**src/rtl/pipeline_stall_ctrl.sv**
```systemverilog
// rtl/pipeline_stall_ctrl.sv - hazard sequencing for the 5-stage core: load-use, branch redirect, memory wait
module pipeline_stall_ctrl #(
  parameter int BR_PENALTY = 2,
  parameter int MAX_WAIT   = 15
) (
  input  logic        clk,
  input  logic        rst,
  input  logic        ID_EX_memread,
  input  logic [2:0]  ID_EX_rd,
  input  logic [2:0]  rs1,
  input  logic [2:0]  rs2,
  input  logic        rs2_used,
  input  logic        branch_taken,
  input  logic        mem_req,
  input  logic        mem_ready,
  output logic        pc_write,
  output logic        IF_ID_write,
  output logic        IF_ID_flush,
  output logic        ID_EX_flush,
  output logic        pipe_hold,
  output logic        mem_timeout,
  output logic [15:0] stall_cycles,
  output logic [15:0] flush_events,
  output logic [1:0]  state
);

  typedef enum logic [1:0] {RUN = 2'd0, MEM_WAIT = 2'd1, REDIRECT = 2'd2} state_t;

  localparam logic [7:0] MAX_W    = 8'(MAX_WAIT);
  localparam logic [2:0] RED_INIT = 3'(BR_PENALTY - 1);

  state_t     st;
  logic [2:0] red_cnt;
  logic [7:0] wait_cnt;
  logic [7:0] wait_next;
  logic       hz;
  logic       ms;

  assign hz = ID_EX_memread && (ID_EX_rd != 3'd0) &&
              ((ID_EX_rd == rs1) || (rs2_used && (ID_EX_rd == rs2)));
  assign ms = mem_req && !mem_ready;
  // wait_cnt holds the length of the ms run ending last cycle; zero after any non-ms cycle
  assign wait_next = (wait_cnt >= MAX_W) ? MAX_W : wait_cnt + 8'd1;
  assign state = st;

  always_comb begin
    pc_write    = 1'b1;
    IF_ID_write = 1'b1;
    IF_ID_flush = 1'b0;
    ID_EX_flush = 1'b0;
    pipe_hold   = 1'b0;
    if (rst) begin
      pc_write    = 1'b0;
      IF_ID_write = 1'b0;
      IF_ID_flush = 1'b1;
      ID_EX_flush = 1'b1;
    end else if (ms) begin
      pc_write    = 1'b0;
      IF_ID_write = 1'b0;
      pipe_hold   = 1'b1;
    end else if (st == REDIRECT) begin
      IF_ID_flush = 1'b1;
    end else if (branch_taken) begin
      IF_ID_flush = 1'b1;
      ID_EX_flush = 1'b1;
    end else if (hz) begin
      pc_write    = 1'b0;
      IF_ID_write = 1'b0;
      ID_EX_flush = 1'b1;
    end
  end

  always_ff @(posedge clk or posedge rst) begin
    if (rst) begin
      st           <= RUN;
      red_cnt      <= 3'd0;
      wait_cnt     <= 8'd0;
      mem_timeout  <= 1'b0;
      stall_cycles <= 16'd0;
      flush_events <= 16'd0;
    end else begin
      if (!pc_write && stall_cycles != 16'hFFFF) stall_cycles <= stall_cycles + 16'd1;
      if (ms) begin
        wait_cnt <= wait_next;
        if (wait_next == MAX_W) mem_timeout <= 1'b1;
        // a hold inside a redirect freezes red_cnt and keeps the redirect pending
        if (st != REDIRECT) st <= MEM_WAIT;
      end else begin
        wait_cnt <= 8'd0;
        if (st == REDIRECT) begin
          red_cnt <= red_cnt - 3'd1;
          if (red_cnt == 3'd1) st <= RUN;
        end else if (branch_taken) begin
          if (flush_events != 16'hFFFF) flush_events <= flush_events + 16'd1;
          if (BR_PENALTY > 1) begin
            st      <= REDIRECT;
            red_cnt <= RED_INIT;
          end else begin
            st <= RUN;
          end
        end else begin
          st <= RUN;
        end
      end
    end
  end

endmodule

```
**config.mk**
```make
export PLATFORM = sky130hd
export DESIGN_NAME = pipeline_stall_ctrl
export DESIGN_NICKNAME = d
export VERILOG_FILES = /design/src/rtl/pipeline_stall_ctrl.sv
export SDC_FILE = /design/constraint.sdc
export NUM_CORES = 1
export LEC_CHECK = 0
export CORE_UTILIZATION = 40
export CTS_CLUSTER_SIZE = 20
export DETAILED_ROUTE_END_ITERATION = 16
export HOLD_SLACK_MARGIN = 0.03
export PLACE_DENSITY = 0.63
export SYNTH_ARGS = -nofsm -noshare
export SYNTH_HDL_FRONTEND = slang
export SYNTH_SLANG_ARGS = --single-unit
```
**constraint.sdc**
```tcl
create_clock -name clk -period 6.75 [get_ports clk]
set_clock_uncertainty 0.2 [all_clocks]
set_input_delay 1.35 -clock clk [delete_from_list [all_inputs] [get_ports clk]]
set_output_delay 1.35 -clock clk [all_outputs]
set_load 0.02 [all_outputs]
```
* Word level (Yosys, flattened, before mapping)
Cells that the tools add are included.
** Storage, ports and cells
- Register bits :: 46
- Bits of input ports :: 16
- Output and inout bits :: 40
- Word-level logic and storage cells :: 62
** Operators by class
- Order comparisons :: 1
- Bitwise gates (word level) :: 2
- Reductions and logical operators :: 14
- Muxes and demuxes :: 25
- $add $sub $neg :: 4
- Eq/ne operators :: 10
** Operator list (count)
- $add A16 B1 Y16 const B :: 2
- $ne A16 B16 Y1 const B :: 2
- $mux W1 :: 16
- $mux W8 :: 2
- $mux W2 :: 5
- $add A8 B1 Y8 const B :: 1
- $eq A8 B4 Y1 const B :: 1
- $ge A8 B4 Y1 const B :: 1
- $eq A3 B3 Y1 :: 2
- $mux W3 :: 2
- $reduce_and A2 Y1 :: 3
- $logic_and A1 B1 Y1 :: 5
- $reduce_and A4 Y1 :: 1
- $eq A3 B1 Y1 const B :: 1
- $ne A3 B2 Y1 const B :: 1
- $reduce_bool A3 Y1 :: 1
- $sub A3 B1 Y3 const B :: 1
- $eq A2 B2 Y1 const B :: 1
- $logic_not A1 Y1 :: 2
- $ne A2 B1 Y1 const B :: 1
- $ne A2 B2 Y1 const B :: 1
- $not A1 Y1 :: 2
- $reduce_bool A2 Y1 :: 1
- $logic_or A1 B1 Y1 :: 1

* Longest topological paths before layout
- Word-level depth :: 11
- Depth in mapped cells :: 7
- Mapped depth without buffers :: 6

* Worst setup path after synthesis
No wires, ideal clock.
- Kind :: input-to-output
- Start :: input port rst
- End :: output port pc_write
- Path buffers :: 1
- Arrival time :: 3.140 ns
- Setup slack :: 2.060 ns
- Stages :: 5
- Data required time :: 5.200 ns
- Cells stage by stage :: inv_1 > and2_2 > nand2_1 > inv_1 > buf_4
** Between the ends
- Word-level cells in the longest chain between the ends :: 1
** Ends and longest elaborated chain
- start: declaration :: line 7 : input logic rst,
- $mux W1
- end: declaration :: line 16 : output logic pc_write,
Every way passes these cells.

* Worst setup path in the final report
- Start :: input port ID_EX_rd[0]
- End :: output port pc_write
** Between the ends
- Word-level cells in the longest chain between the ends :: 9
- Elaborated cells on any way between the ends :: 12
- Those cells by class :: eq/ne (2); mux (5); reduce/logical (5)
** Ends and longest elaborated chain
- start: declaration :: line 9 : input logic [2:0] ID_EX_rd,
- $eq A3 B3 Y1 :: line 40 : ((ID_EX_rd == rs1) || (rs2_used && (ID_EX_rd == rs2)));
- $logic_and A1 B1 Y1 :: line 40
- $logic_or A1 B1 Y1 :: line 40
- $logic_and A1 B1 Y1 (*) :: line 39 : assign hz = ID_EX_memread && (ID_EX_rd != 3'd0) &&
- $mux W1 (*) :: line 66 : end else if (hz) begin
- $mux W1 (*) :: line 63 : end else if (branch_taken) begin
- $mux W1 (*) :: line 61 : end else if (st == REDIRECT) begin
- $mux W1 (*) :: line 57 : end else if (ms) begin
- $mux W1 (*) :: line 52 : if (rst) begin
Every way passes the cells marked *; elsewhere a longest branch is shown, timed or not.

==> metrics.md <==
| Metric | Value |
|---|---|
| Worst setup startpoint | ID_EX_rd[0] |
| CP Cell Sequence | clkdlybuf4s50_1 -> xor2_1 -> nor3_4 -> o21ai_2 -> nand2_1 -> inv_1 -> clkdlybuf4s50_1 |
| Total grt overflow | 0 |
| RSZ-0062 raised after global routing | false |
| DIE AREA | 6110 sq um |
| Final nets | 295 |
| Peak Freq | 0.209 GHz |
| Most used flip-flop cell after synthesis | dfrtp_1 |
| Power Total | 0.000857 W |
| Die W | 78.2 um |
| PortBufs | 55 |
| Worst path max stage delay | 0.60 ns |
| Fin crit share | 71.0% |
| Vias in the first global route | 1684 |
| Area growth from synthesis to layout | 31.4% |
| Setup bufs post-CTS | 0 |
| Clock buffer depth | 2 |
| Syn Inst Count | 211 |
| Sequential-to-total area share from yosys stat | 49.6% |
| Pin count of the biggest net entering global routing | 37 |
| GRT Total Usage | 16.4% |
| Setup-failing EPs final | 0 |
| Sink Count | 46 |
| Post-Route WL | 4560 um |
| Reg clk slew, reported paths | 0.08 ns |
| DR pass1 iterations | 4 |
| Critical path class | in -> out |
| DRC | 0 |
| Ports | 56 |
| CTS tree | built |
| Worst-margin pin slew | 0.837 ns |
| Initial DRC count | 82 |
| Global placer's final weighted congestion | 0.761 |
| Later-pin clock latency in the skew report | 0.29 ns |
| Most frequent cells in the layout | clkdlybuf4s50_1 (55), dfrtp_1 (46), xnor2_1 (26) |
| Setup TNS | 0 ns |
| Die Ht | 78.2 um |
| CP arrival | 3.24 ns |
| Synth warn | 0 |
| Commonest non-fill, non-tap cell in the layout | clkdlybuf4s50_1 |
| Hold Crit Start | mem_timeout |
| Count of different cell masters after synthesis | 44 |
| First-pass GRT wire length | 7820 um |
| VDD IR max | 153 uV |
| PwrDens | 281 nW/um^2 |
| Post-synth design cell area | 2320 sq um |
| Critical-path maximum fanout | 3 |
| Max_slew headroom | 43.7% |
| Leakage Power | 1.33 nW |
| Syn Area/Cell | 11.0 sq um |
| Vias | 1721 |
| Worst Setup Start Kind | input port |
| Post-layout util | 55.1% |
| Initial antenna violation count | 0 |
| CP Capture Type | output port |
| Fin. max-slew vios | 0 |
| Top delay family on crit path | buffers and inverters |
| Most common cell on crit path | clkdlybuf4s50_1 |
| Share of cells above drive strength 1 | 12.4% |
| R2r startpoint | state[1] |
| Worst Path Required | 5.20 ns |
| FFs w/ async S/R, synth | 100% |
| Status | finished, final reports clean |
| EDFF count, synth | 0 |
| CTS Buf Count | 5 |
| Vias/cell | 4.96 |
| Post-CTS sizing | 0 |
| Filler cell count | 514 |
| Worst path slowest cell | clkdlybuf4s50_1 |
| DP HPWL | 3390 um |
| Drt wl/cell | 13.1 um |
| Hold_buf cts | 0 |
| Maxcap violations | 0 |
| Core Region | 5540 sq um |
| Worst min-delay path class | reg -> reg |
| Row count | 27 |
| Worst Path Buf+Inv | 3 |
| Post-route minimum period | 4.79 ns |
| ANT cells | 0 |
| H-tree Lvls | 2 |
| Initial Util | 41.9% |
| Fin. Hold Viols | 0 |
| Routed Antenna Nets | 0 |
| Synthesized flop and latch total | 46 |
| CTS root buf | clkbuf_8 |
-- stage by stage --
step	setup slack, ns	hold WS, ns	cells	area, sq um
after floorplan	2.06	0.250	214	2330
after global placement	1.97	0.251	339	2960
after detailed placement	1.93	0.261	339	2960
after CTS	1.93	0.280	347	3050
after global routing	1.87	0.303	347	3050
final	1.96	0.276	347	3050
-- synthesized netlist by cell type (all sizes together), types with 2 or more instances --
cell	instances	area, sq um
mux2	5	56.3
ha	5	62.6
nand3b	2	15.0
nand2	21	81.3
inv	10	37.5
nand2b	2	12.5
o21ai	7	38.8
xnor2	26	228
and2	2	15.0
a21o	2	15.0
dfrtp	46	1150
a31oi	3	18.8
a21oi	2	10.0
nand3	13	100
and4	5	46.3
and3	11	75.1
nor3	4	36.3
xor2	8	70.1
nand4	10	68.8
nor2	12	45.0
buf	2	18.8
-- routing by layer --
metal	up-vias	part of all wire (%)	track usage, %
met4	0	1.8	6.30
li1	851	-	-
met3	9	3.8	4.77
met5	-	0	0
met2	36	47	26.8
met1	825	47	20.4
-- registers in the layout, indices dropped and copies added, names as in the netlist --
register,count
mem_timeout,1
wait_cnt,8
stall_cycles,16
flush_events,16
state,2
red_cnt,3
-- worst paths after layout --
check | to | slack (ns) | cells past startpoint
min in group asynchronous | flush_events[8] | 1.13 | 2
worst max register to register | stall_cycles[1] | 4.62 | 5
worst min register to register | mem_timeout | 0.28 | 1
worst max-delay path | pc_write | 1.96 | 7
worst min-delay path | mem_timeout | 0.28 | 1
max in group asynchronous | stall_cycles[0] | 4.48 | 3
-- cells by family after synthesis --
logic type      synth area share [%]
compound gates                  7.06
xor+xnor                        12.8
fa+ha+maj                       2.69
buf+inv                         2.59
flops                           49.6
mux                             2.86
other cells                    0.161
simple gates                    22.3
-- power breakdown --
group / internal (W) / switching (W)
registers: 0.000326 / 0.0000590
clock network: 0.0000827 / 0.0000871
logic: 0.000151 / 0.000151
-- area by class of cell --
| type | count | area, sq um | area share (%) |
|---|---|---|---|
| timing repair buffer | 56 | 558 | 18.3 |
| sequential | 46 | 1150 | 37.7 |
| inverter | 10 | 37.5 | 1.23 |
| tap | 72 | 90.1 | 2.95 |
| multi-input combinational | 155 | 1120 | 36.8 |
| clock buffer | 7 | 86.3 | 2.83 |
| clock inverter | 1 | 5.00 | 0.164 |
No activity file was read; power rests on OpenSTA's default activity.
